**src/rtl/fx68k_alu_seq_pkg.sv**
```systemverilog
// Shared types and constants for the fx68k ALU step sequencer.
// Used by fx68k_alu_seq and fx68k_step_counter.
package fx68k_alu_seq_pkg;

  typedef enum logic [2:0] {
    S_IDLE,
    S_LOAD,
    S_ITER,
    S_FINAL,
    S_DONE
  } state_t;

  localparam logic [1:0] OP_MUL   = 2'b00;
  localparam logic [1:0] OP_DIV   = 2'b01;
  localparam logic [1:0] OP_SHIFT = 2'b10;
  localparam logic [1:0] OP_RSVD  = 2'b11;

  localparam logic [2:0] COL_NONE  = 3'd0;
  localparam logic [2:0] COL_AND   = 3'd1;
  localparam logic [2:0] COL_ADD   = 3'd2;
  localparam logic [2:0] COL_SHIFT = 3'd4;

  localparam logic [5:0] MUL_STEPS = 6'd16;
  localparam logic [5:0] DIV_STEPS = 6'd32;

  // Reserved opcode falls into the shift path.
  function automatic logic [5:0] load_steps(
    input logic [1:0] op,
    input logic [5:0] cnt
  );
    logic [5:0] r;
    unique case (op)
      OP_MUL:  r = MUL_STEPS;
      OP_DIV:  r = DIV_STEPS;
      default: r = cnt;
    endcase
    return r;
  endfunction

endpackage

```
**src/rtl/fx68k_step_counter.sv**
```systemverilog
// 6-bit iteration counter: load, saturating decrement, is-one flag.
// Part of fx68k_alu_seq.
module fx68k_step_counter
  import fx68k_alu_seq_pkg::*;
(
  input  logic       clk,
  input  logic       rst,
  input  logic       clr,
  input  logic       load,
  input  logic [5:0] load_val,
  input  logic       dec,
  output logic [5:0] cnt,
  output logic       is_one
);

  logic [5:0] cnt_q;
  logic [5:0] cnt_d;

  always_comb begin
    cnt_d = cnt_q;
    if (clr) begin
      cnt_d = 6'd0;
    end else if (load) begin
      cnt_d = load_val;
    end else if (dec && (cnt_q != 6'd0)) begin
      cnt_d = cnt_q - 6'd1;
    end
  end

  always_ff @(posedge clk) begin
    if (rst) begin
      cnt_q <= 6'd0;
    end else begin
      cnt_q <= cnt_d;
    end
  end

  assign cnt    = cnt_q;
  assign is_one = (cnt_q == 6'd1);

endmodule

```
**src/rtl/fx68k_alu_seq.sv**
```systemverilog
// fx68k MUL/DIV/SHIFT ALU step sequencer, Moore outputs, enT3 paced.
// Optional FX68K_ALU_SEQ_EARLY_EXIT_EN: ze=0 ends MUL/SHIFT early.
module fx68k_alu_seq
  import fx68k_alu_seq_pkg::*;
(
  input  logic       clk,
  input  logic       pwrUp,
  input  logic       enT3,
  input  logic       start,
  input  logic       abort,
  input  logic [1:0] opKind,
  input  logic [5:0] count,
  input  logic       ze,
  output logic [2:0] aluColumn,
  output logic [1:0] aluDataCtrl,
  output logic       aluAddrCtrl,
  output logic       alueClkEn,
  output logic       init,
  output logic       finish,
  output logic       busy,
  output logic       done
);

  state_t     state_q, state_d;
  logic [1:0] op_q, op_d;
  logic [5:0] cnt_lat_q, cnt_lat_d;
  logic       ld, dec, clr;
  logic       early;
  logic [5:0] steps;
  logic [5:0] cnt;
  logic       is_one;
  logic       is_div;

  assign steps  = load_steps(op_q, cnt_lat_q);
  assign is_div = (op_q == OP_DIV);

`ifdef FX68K_ALU_SEQ_EARLY_EXIT_EN
  assign early = !is_div && !ze;
`else
  logic unused_ze;
  assign unused_ze = ze;
  assign early     = 1'b0;
`endif

  fx68k_step_counter u_cnt (
    .clk      (clk),
    .rst      (pwrUp),
    .clr      (clr),
    .load     (ld),
    .load_val (steps),
    .dec      (dec),
    .cnt      (cnt),
    .is_one   (is_one)
  );

  always_comb begin
    state_d   = state_q;
    op_d      = op_q;
    cnt_lat_d = cnt_lat_q;
    ld        = 1'b0;
    dec       = 1'b0;
    clr       = 1'b0;
    unique case (state_q)
      S_IDLE: begin
        if (start && !abort) begin
          state_d   = S_LOAD;
          op_d      = opKind;
          cnt_lat_d = count;
        end
      end
      S_LOAD: begin
        if (enT3) begin
          ld      = 1'b1;
          state_d = (steps == 6'd0) ? S_FINAL : S_ITER;
        end
      end
      S_ITER: begin
        if (enT3) begin
          dec = 1'b1;
          if (is_one || early) state_d = S_FINAL;
        end
      end
      S_FINAL: begin
        if (enT3) state_d = S_DONE;
      end
      S_DONE:  state_d = S_IDLE;
      default: state_d = S_IDLE;
    endcase
    // Abort wins over everything once a sequence is running.
    if (abort && (state_q != S_IDLE)) begin
      state_d = S_IDLE;
      ld      = 1'b0;
      dec     = 1'b0;
      clr     = 1'b1;
    end
  end

  always_ff @(posedge clk) begin
    if (pwrUp) begin
      state_q   <= S_IDLE;
      op_q      <= OP_MUL;
      cnt_lat_q <= 6'd0;
    end else begin
      state_q   <= state_d;
      op_q      <= op_d;
      cnt_lat_q <= cnt_lat_d;
    end
  end

  always_comb begin
    aluColumn   = COL_NONE;
    aluDataCtrl = 2'b00;
    aluAddrCtrl = 1'b0;
    alueClkEn   = 1'b0;
    init        = 1'b0;
    finish      = 1'b0;
    busy        = 1'b0;
    done        = 1'b0;
    unique case (state_q)
      S_LOAD: begin
        alueClkEn = 1'b1;
        init      = 1'b1;
        busy      = 1'b1;
      end
      S_ITER: begin
        busy        = 1'b1;
        aluAddrCtrl = 1'b1;
        // Divide alternates shift (even count) and subtract (odd).
        aluColumn   = (is_div && cnt[0]) ? COL_ADD : COL_SHIFT;
      end
      S_FINAL: begin
        busy      = 1'b1;
        aluColumn = COL_AND;
        finish    = 1'b1;
      end
      S_DONE:  done = 1'b1;
      default: ;
    endcase
  end

endmodule

```
**config.mk**
```make
export PLATFORM = sky130hd
export DESIGN_NAME = fx68k_alu_seq
export DESIGN_NICKNAME = d
export VERILOG_FILES = /design/src/rtl/fx68k_alu_seq_pkg.sv /design/src/rtl/fx68k_step_counter.sv /design/src/rtl/fx68k_alu_seq.sv
export SDC_FILE = /design/constraint.sdc
export NUM_CORES = 1
export LEC_CHECK = 0
export BUFFER_PORTS_ARGS = -buffer_cell sky130_fd_sc_hd__buf_2
export CAP_MARGIN = 5
export CORE_MARGIN = 1
export CORE_UTILIZATION = 45
export CTS_BUF_LIST = sky130_fd_sc_hd__clkbuf_16
export CTS_CLUSTER_DIAMETER = 150
export DETAILED_ROUTE_END_ITERATION = 8
export PLACE_DENSITY = 0.72
export SLEW_MARGIN = 20
export SYNTH_ARGS = -nofsm -noshare
export SYNTH_HDL_FRONTEND = slang
export SYNTH_SLANG_ARGS = --single-unit
```
**constraint.sdc**
```tcl
create_clock -name clk -period 2.1 [get_ports clk]
set_clock_uncertainty 0.05 [all_clocks]
set_input_delay 0.105 -clock clk [delete_from_list [all_inputs] [get_ports clk]]
set_output_delay 0.105 -clock clk [all_outputs]
set_load 0.005 [all_outputs]
```
* After elaboration in Yosys (flattened, before gate mapping)
Cells that the tools add are included.
Operators by class: add/subtract/negate cells 1, multiply operators 0, div/mod/pow operators 0, $lt $le $gt $ge 0, equal/unequal tests 11, shifts and indexed selects 0, mux-type cells 23, bitwise operators 0, reductions and logical operators 16
Operators with widths (number):
- 3-bit 2-to-1 mux | 6
- 1-bit 2-to-1 mux | 12
- 6-bit 2-to-1 mux | 2
- 3-bit one-hot mux with 4 select lines | 1
- 6-bit one-hot mux with 2 select lines | 1
- 2-bit inequality test, second input constant | 5
- 3-bit by 2-bit == test with 1-bit output, second input constant | 2
- 6-bit by 1-bit == test with 1-bit output, second input constant | 1
- 6-bit zero test | 1
- 3-bit one-hot mux with 2 select lines | 1
- 6-bit nonzero test | 1
- 6-bit by 1-bit subtractor with 6-bit output, second input constant | 1
- 5-bit AND reduction | 1
- 1-bit logical AND | 4
- 2-bit OR reduction | 2
- 3-bit by 1-bit == test with 1-bit output, second input constant | 1
- 3-bit == test, second input constant | 1
- 3-bit zero test | 1
- 3-bit nonzero test | 1
- 3-bit OR reduction | 1
- 2-bit by 1-bit == test with 1-bit output, second input constant | 1
- 2-bit zero test | 1
- 2-bit AND reduction | 1
- 2-bit nonzero test | 1
- 1-bit zero test | 1
Word-level totals: flip-flop bits (word level) 17, latch bits 0, RAM bits 0, memory bits (read-only) 0, bits of input ports 14, output and inout bits 11, word-level logic and storage cells 55, memories kept 0

* Logic depth before layout (Yosys ltp)
Gate-level depths: netlist of the first run.
depth in word-level cells 6, depth in mapped cells 6, mapped depth without buffers 6

* Cells and area by module
From an unflattened synthesis of the first run, not the netlist that was laid out.
Unflattened totals: cell total of the unflattened synthesis 132, area, all modules 1029.7 µm²
By module, submodules not included:
- fx68k_alu_seq | instances 1, cells each 87, area an instance 659.4 µm², seq. area each 220.2 µm²
- fx68k_step_counter | instances 1, cells each 45, area an instance 370.4 µm², seq. area each 120.1 µm²

* Least setup slack after synthesis of the first run
Ideal clock, no wire load.
path kind reg2reg, start point reg state_q[0], end point reg cnt_lat_q[0], library setup time 128 ps, arrival 1422 ps, required time 1922 ps, path slack 501 ps, stages on the path, launching flop included 6, buffers on the path 1, period minus slack after synthesis 1599 ps, path through dfxtp_1 or3_1 or3b_1 buf_2 mux2i_1 nor2_1
Between the ends: word-level cells in the longest chain between the ends 2
RTL lines:
- from (decl) | line fx68k_alu_seq.sv:24 | state_t state_q, state_d;
- from (signal assigned) | line fx68k_alu_seq.sv:104 | state_q <= state_d;
- 3-bit zero test | line fx68k_alu_seq.sv:63 | unique case (state_q)
- 2-bit AND reduction (no line)
- to (signal assigned) | line fx68k_alu_seq.sv:106 | cnt_lat_q <= cnt_lat_d;
- to (decl) | line fx68k_alu_seq.sv:26 | logic [5:0] cnt_lat_q, cnt_lat_d;
Every way passes these cells. A chain may end at the register's enable or synchronous reset.

* Final worst setup path of the first run
start point reg state_q[0], end point reg cnt_lat_q[3]
The elaborated chain is that of the path after synthesis.

==> results by stage, run 1 <==
Worst setup path:
- The arrival time at the worst endpoint is between 1.5 and 2 ns.
- Walking the worst path, the cells encountered are or3_1 -> or3b_1 -> mux2i_1 -> nor2_1.
- The cell with the largest stage delay on the worst path is sky130_fd_sc_hd__or3b_1.
- STA classifies the critical path startpoint as a flop.
- For this run, the slowest stage of the critical path takes 0.60 ns.
- In this run the worst path has a maximum fanout of 8.
- The classification of the worst setup path is reg2reg.
- Setup slack on the worst reg-to-reg path comes out at roughly 0.26 ns.
- The capturing element type of the critical path is a flop.
- STA puts the critical path data required time at ~2.2 ns.

Detailed routing:
- The routed design has between 2 and 2.5 mm of wire.
- The post-route DRC violation count is 0.
- The post-route antenna net violation count is 0.
- After detailed routing, the number of vias per cell comes to approximately 5.7.
- The routed layout has 950 vias.
- The first detailed-routing pass took 4 iterations.
- After detailed routing, the average wire length per cell comes to 13.27 um.
- For this block, the initial DRC count from the detailed router was 19.

Global route:
- The first global-routing pass estimated ~3.8 mm of wire.
- The leftover overflow at the end of global routing is 0.
- Global routing used 20.00% of the available tracks.
- The via count of the first global-routing pass is between 800 and 900.
- The number of antenna violations at the first check in global routing is 0.
- Entering global routing, the biggest net connects 12 pins.

Placed design:
- Summed over all nets, the half-perimeter wirelength after detailed placement is approximately 1.7 mm.
- The congestion estimate from routability-driven global placement came to about 0.83.
- The number of cells after detailed placement is around 160.
- Input and output buffers added on the ports amount to 21.

Power:
- In this run the power density over the cells is roughly 740 nW/um^2.
- The overall power is around 910 uW.
- The leakage component of the power is slightly below 0.0006 uW.
- The highest ir drop seen on vdd is 537.2 uV.

Finish:
- In the final layout, the share of cells above drive strength 1 is roughly a quarter.
- Cells fill between 50% and 60% of the core in the end.
- The library cells used most frequently in the layout, excluding fill and tap cells, are sky130_fd_sc_hd__buf_2 (21), sky130_fd_sc_hd__dfxtp_1 (17), sky130_fd_sc_hd__nor2_1 (12).
- The antenna diode count is 0.
- In the final design database the tool counted around 160 nets.
- After filler insertion, the fill cell instance count of the layout stands at a little under 200.
- The most common library cell in the layout ignoring fill and taps is sky130_fd_sc_hd__buf_2.
- In the final layout, the multi-input gates occupy ~620 um^2.
- From synthesis to final layout, the design area changed by 18.66%.
- The post-route non-filler standard cell count is between 150 and 200.
- Across the whole layout, storage elements account for roughly 340 um^2.

Clock network:
- The clock sink total is 17.
- TritonCTS built the clock tree.
- CTS built an H-tree with a depth of 1.
- The maximum count of clock buffers along a single path is 2.
- Post-CTS timing repair inserted 0 buffers for setup.
- The later pin in the worst-skew pair is clocked with a latency of roughly 0.24 ns.
- The number of buffers inserted during clock tree synthesis is 3.
- The clock-pin slew reported for the worst setup and hold paths after clock tree synthesis is approximately 0.05 ns.
- The number of gates resized after CTS was 0.
- The CTS root buffer is sky130_fd_sc_hd__clkbuf_16.
- The number of buffers inserted by hold repair at cts is 0.

Floorplan:
- The core region is between 2000 and 2500 um^2.
- The die span in y is between 40 and 50 um.
- The number of top-level pins is 25.
- In this run the horizontal extent of the chip is around 50 um.
- The effective utilization at floorplan is roughly half.
- The number of placement rows is 16.
- The area of the die is around 2500 um^2.

Timing:
- Setup violations remaining at the end of the flow were counted as 0.
- The worst pin sits at a relative slew slack of 67.13%.
- The final period utilization is just under 90%.
- The routed design could run at a clock period as short as around 1.8 ns.
- The final hold violation count is 0.
- After routing, the total negative slack on setup checks comes to 0 ns.
- Setup repair after global routing left no endpoint under its margin.
- The number of pins exceeding their max-slew limit in the final report is 0.
- The highest achievable clock rate is 544.8 MHz.
- For the pin with the worst max-slew slack, the measured transition is ~0.48 ns.

Hold path:
- In this run the worst hold path is classified as in2reg.

Synthesis:
- The Yosys step of the flow raised 0 warnings.
- The number of instances in the synthesized netlist is 120.
- The cell area that synthesis handed to floorplanning was between 1000 and 1500 um^2.
- After synthesis, the mean cell area works out to 8.550 um^2.
- The number of enable-type register cells in the synthesized netlist is 0.
- Among all flip-flop cells after synthesis, the most frequent one is sky130_fd_sc_hd__dfxtp_1.
- Synthesis inferred 17 register bits.
- After synthesis, flip-flops and latches occupy 33.17% of the total area.
- For this run, asynchronously set or reset flops after synthesis account for 0%.
- The number of different library cells in the post-synthesis netlist is 38.

Status:
- The flow ran to the end, and the final reports show no timing, DRC or antenna violations.

Flow run:
- The max-cap violation count is 0.
==> worst max-delay path: cells and delay by family (launching register included) <==
kind	cells	cell delay, ns
DFF	1	0.36
muxes	1	0.24
and+or+nand+nor	3	1.06
==> layout make-up <==
class | count | area share (%)
well taps | 27 | 2.775
flip-flops and latches | 17 | 27.95
repair buffers | 24 | 10.48
clock inverters | 1 | 0.3083
inverters | 4 | 1.233
multi-input cells | 91 | 51.08
clock buffers | 3 | 6.166
==> report_power, final <==
part	switching (uW)	total, uW	internal [uW]
Clock	116	368	252
Combinational	97.2	180	82.9
Sequential	17.4	358	341
==> per-stage QoR <==
stage / hold WS (ns) / instance area (um^2) / setup WS [ns]
final: 0.04212 / 1217 / 0.2643
after global routing: 0.06134 / 1217 / 0.1540
after CTS: 0.04662 / 1217 / 0.2666
after detailed placement: 0.3005 / 1139 / 0.2789
after global placement: 0.2855 / 1139 / 0.3283
after floorplan: 0.1989 / 1030 / 0.5008
==> synthesized netlist by cell type (3+ instances only) <==
| cell type | instances | area share [%] |
|---|---|---|
| sky130_fd_sc_hd__dfxtp_1 | 17 | 33 |
| sky130_fd_sc_hd__nor2_1 | 12 | 4.4 |
| sky130_fd_sc_hd__a21oi_1 | 9 | 4.4 |
| sky130_fd_sc_hd__mux2i_1 | 9 | 8.8 |
| sky130_fd_sc_hd__o21ai_0 | 9 | 4.4 |
| sky130_fd_sc_hd__nand2_1 | 5 | 1.8 |
| sky130_fd_sc_hd__nor3_1 | 5 | 2.4 |
| sky130_fd_sc_hd__buf_4 | 4 | 2.9 |
| sky130_fd_sc_hd__inv_1 | 4 | 1.5 |
| sky130_fd_sc_hd__a21o_1 | 3 | 2.2 |
| sky130_fd_sc_hd__a22oi_1 | 3 | 2.2 |
| sky130_fd_sc_hd__buf_2 | 3 | 1.5 |
| sky130_fd_sc_hd__nor2b_1 | 3 | 1.8 |
==> state kept, by name (all words and copies together), names as in the netlist <==
name	count
cnt_lat_q	6
op_q	2
state_q	3
u_cnt.cnt	6
==> routing by layer <==
metal  vias up  track usage (%)  part of all wire, %  wire length, um
li1        473                -                    -                -
met1       437            24.72                   47             1036
met2        36            34.46                   47             1032
met3         4            2.778                  5.4              119
met4         0            8.095                  1.2               27
met5         -                0                    0                0
==> path summary, 6_finish.rpt <==
check | startpoint | end | cells after the start
hold / removal | count[0] | cnt_lat_q[0]$_SDFFE_PP0P_ | 3
hold reg to reg | op_q[0]$_SDFFE_PP0P_ | op_q[0]$_SDFFE_PP0P_ | 2
setup reg to reg | state_q[0]$_SDFFE_PP0P_ | cnt_lat_q[3]$_SDFFE_PP0P_ | 4
setup / recovery | state_q[0]$_SDFFE_PP0P_ | cnt_lat_q[3]$_SDFFE_PP0P_ | 4
==> cell families after synthesis <==
kind of cell	share of synthesized area, %
fa+ha+maj	2.439
simple gates	24.63
other cells	0.3655
xor+xnor	2.561
buf+inv	6.585
flops	33.17
compound gates	21.46
mux	8.781
Note: power is estimated with default switching activity, not from simulation.
==> run 2: changes to the inputs <==
==> constraint.sdc (replaced) <==
create_clock -name clk -period 2.1 [get_ports clk]
set_clock_uncertainty 0.05 [all_clocks]
set_input_delay 0.63 -clock clk [delete_from_list [all_inputs] [get_ports clk]]
set_output_delay 0.63 -clock clk [all_outputs]
set_load 0.005 [all_outputs]
==> run 2 against run 1 <==
Net effect: critical path depth did not move; non-clock buffer count rose by 3; global-route usage rose by 1.9 points; combinational power barely moved; core utilization rose by 1.5 points; sequential cell count did not move; count of clock-buffer cells in the layout did not move; first-iteration DRC count rose by 42%; final cell count rose by 1.8%; design area rose by 2.5%; die area did not move.
==> results by stage, run 2 (synthesis gave the netlist of run 1 again) <==
Status:
- The flow ran to the end, and the final reports show no timing, DRC or antenna violations.

Global route:
- The leftover overflow at the end of global routing is 0 (unchanged).
- The global-route wire length before repair is 4.133 mm (+8.1%).
- The via count of the first global-routing pass came to 918 (+2.5%).
- The global router's overall resource usage was 21.91% (+1.9 points).
- The number of antenna violations at the first check in global routing is 0 (unchanged).
- The maximum number of pins on one net before global-route repair is 12 (unchanged).

Clock network:
- The number of buffers inserted by hold repair at cts came to 0 (unchanged).
- The total number of H-tree levels is 1 (unchanged).
- The root buffer cell chosen for the clock tree is sky130_fd_sc_hd__clkbuf_16.
- The clock latency on the worst-skew pair is 0.25 ns (about the same).
- The number of buffers inserted during clock tree synthesis came to 3 (unchanged).
- The maximum count of clock buffers along a single path is 2 (unchanged).
- The clock sink total is 17 (unchanged).
- The clock-pin slew reported for the worst setup and hold paths after clock tree synthesis is 0.05 ns (about the same).
- The CTS tree is done.

Finish:
- The final-stage net count is 160 (+1.9%).
- The fraction of layout cells with a size suffix above 1 is 26.57% (+3.0 points).
- The library cell used most frequently in the layout, excluding fill and tap cells, is sky130_fd_sc_hd__buf_2.
- The top cell types in the final layout, fill and taps aside, are sky130_fd_sc_hd__buf_2 (21), sky130_fd_sc_hd__dfxtp_1 (15), sky130_fd_sc_hd__nor2_1 (12).
- The area growth from synthesis to layout is 21.59%.
- The filler cell count is 182 (-7.1%).
- The antenna diode count is 0 (unchanged).

Power:
- The power density over the cells is 734.6 nW/um^2 (-1.4%).
- The leakage component of the power is 0.0006015 uW (+3.2%).
- The highest ir drop seen on vdd is 469.5 uV (-13%).

Floorplan:
- The number of top-level pins was 25 (unchanged).
- The chip width is 49.75 um (unchanged).
- The area of the die is 2475 um^2 (unchanged).
- The number of placement rows was 16 (unchanged).
- The die span in y is 49.75 um (unchanged).
- The effective utilization at floorplan is 50.25% (unchanged).
- The area of the core region is 2042 um^2 (unchanged).

Worst setup path:
- The critical path is of the reg2out type.
- STA classifies the critical path endpoint as an output port.
- The startpoint kind of the worst setup timing path is a flop.
- The depth of the most critical reg-to-reg path is 5 (+1).
- The data required time at the worst endpoint is 1.42 ns (-0.76 ns).
- The arrival time at the worst endpoint came to 1.37 ns (-0.55 ns).
- The critical path goes through or3b_4 -> inv_1 -> and3_1 -> buf_2.
- The largest driver fanout on the critical path is 8 (unchanged).
- The delay of the slowest cell on the worst path is 0.42 ns (-0.18 ns).
- The cell with the largest stage delay on the worst path is sky130_fd_sc_hd__or3b_4.

Detailed routing:
- The post-route DRC violation count came to 0 (unchanged).
- The total number of vias came to 962 (+1.3%).
- The number of DRC markers after the initial detailed-route iteration is 27 (+8).
- The number of detailed-routing iterations run before antenna repair is 4 (unchanged).
- The post-route antenna net violation count is 0 (unchanged).
- The post-detailed-route via-to-cell ratio is 5.659 (-0.52%).
- The final wirelength is 2.354 mm (+6.2%).
- The wire length per cell after detailed routing is 13.85 um (+4.4%).

Timing:
- The tightest slew margin relative to the limit came to 59.24% (-7.9 points).
- The minimum period implied by the final worst setup slack is 2.050 ns (+0.2144 ns).
- The number of pins exceeding their max-slew limit in the final report is 0 (unchanged).
- Setup repair after global routing left no endpoint under its margin.
- The count of final setup violators is 0 (unchanged).
- The setup TNS after final layout is 0 ns (unchanged).
- The worst hold slack is 0.4332 ns (+0.3911 ns).
- The final period utilization is 97.62% (+10 points).
- The actual slew at the worst max-slew pin was 0.5960 ns (+0.1154 ns).
- The final worst setup slack is 0.04990 ns (-0.2144 ns).
- The highest achievable clock rate came to 487.8 MHz (-10%).
- The final hold violation count was 0 (unchanged).

Hold path:
- The number of cells on the worst hold path is 2 (-1).
- The min-delay analysis places its worst path in the category reg2reg.

Flow run:
- The max-cap violation count is 0 (unchanged).

Placed design:
- The worst slack after detailed placement was 0.05865 ns (-0.2202 ns).
- The final estimated routing congestion in global placement came to 0.8195 (-1.1%).
- The number of input and output port buffers inserted is 21 (unchanged).
- The half-perimeter wire length after detailed placement is 1.730 mm (+3.0%).
[run 2: cell count changes in the layout (fill, tap and decap cells not counted)]
cell	before	now
sky130_fd_sc_hd__dfxtp_1	17	15
sky130_fd_sc_hd__or3b_4	1	2
sky130_fd_sc_hd__dfxtp_4	0	1
sky130_fd_sc_hd__buf_4	3	6
sky130_fd_sc_hd__or3b_2	1	0
sky130_fd_sc_hd__dfxtp_2	0	1
[run 2: layout make-up]
class | count | area (um^2) | share of cell area (%)
multi-input cells | 91 | 624.3 | 50.05
clock buffers | 3 | 75.07 | 6.018
inverters | 4 | 15.01 | 1.204
flip-flops and latches | 17 | 345.3 | 27.68
clock inverters | 1 | 3.754 | 0.3009
repair buffers | 27 | 150.1 | 12.04
well taps | 27 | 33.78 | 2.708
[run 2: per-stage QoR]
| stage | std cells | cell area, um^2 | total power [uW] | utilization, % |
|---|---|---|---|---|
| 6_report | 170 | 1247 | 916.3 | 61.09 |
| 3_3_place_gp | 166 | 1161 | 541.6 | 56.86 |
| 5_1_grt | 170 | 1247 | 955.7 | 61.09 |
| 2_1_floorplan | 121 | 1030 | 495.2 | - |
| 4_1_cts | 170 | 1244 | 918.9 | 60.91 |
| 3_5_place_dp | 166 | 1161 | 545.5 | 56.86 |
[run 2: per-layer routing]
metal,wire [um],global-route usage [%],up-vias
met5,0,0,-
met4,67,11.90,0
met3,125,3.086,7
met2,1088,35.14,40
met1,1073,28.01,433
li1,-,-,482
[run 2: repair_timing]
action                                  4_1_cts  5_1_grt
resized for setup                             2        2
pin swaps                                     0        0
buffers inserted                              0        0
endpoints found under the setup margin        2        3
[run 2: power by group]
group,internal [uW],switching (uW)
Combinational,87.0,96.4
Clock,252,119
Sequential,341,19.7
Total,681,235
[run 2: worst paths after layout]
check	start	endpoint	slack (ns)
worst max register to register	state_q[2]$_SDFFE_PP0P_	cnt_lat_q[2]$_SDFFE_PP0P_	0.22
worst min-delay path	op_q[0]$_SDFFE_PP0P_	op_q[0]$_SDFFE_PP0P_	0.43
worst max-delay path	state_q[0]$_SDFFE_PP0P_	aluColumn[1]	0.05
worst min register to register	op_q[0]$_SDFFE_PP0P_	op_q[0]$_SDFFE_PP0P_	0.43
[run 2: worst max-delay path, delay by kind of cell, from the launching register on]
family,cells,cell delay (ns)
and+or+nand+nor,2,0.57
DFF,1,0.35
buffers and inverters,2,0.20
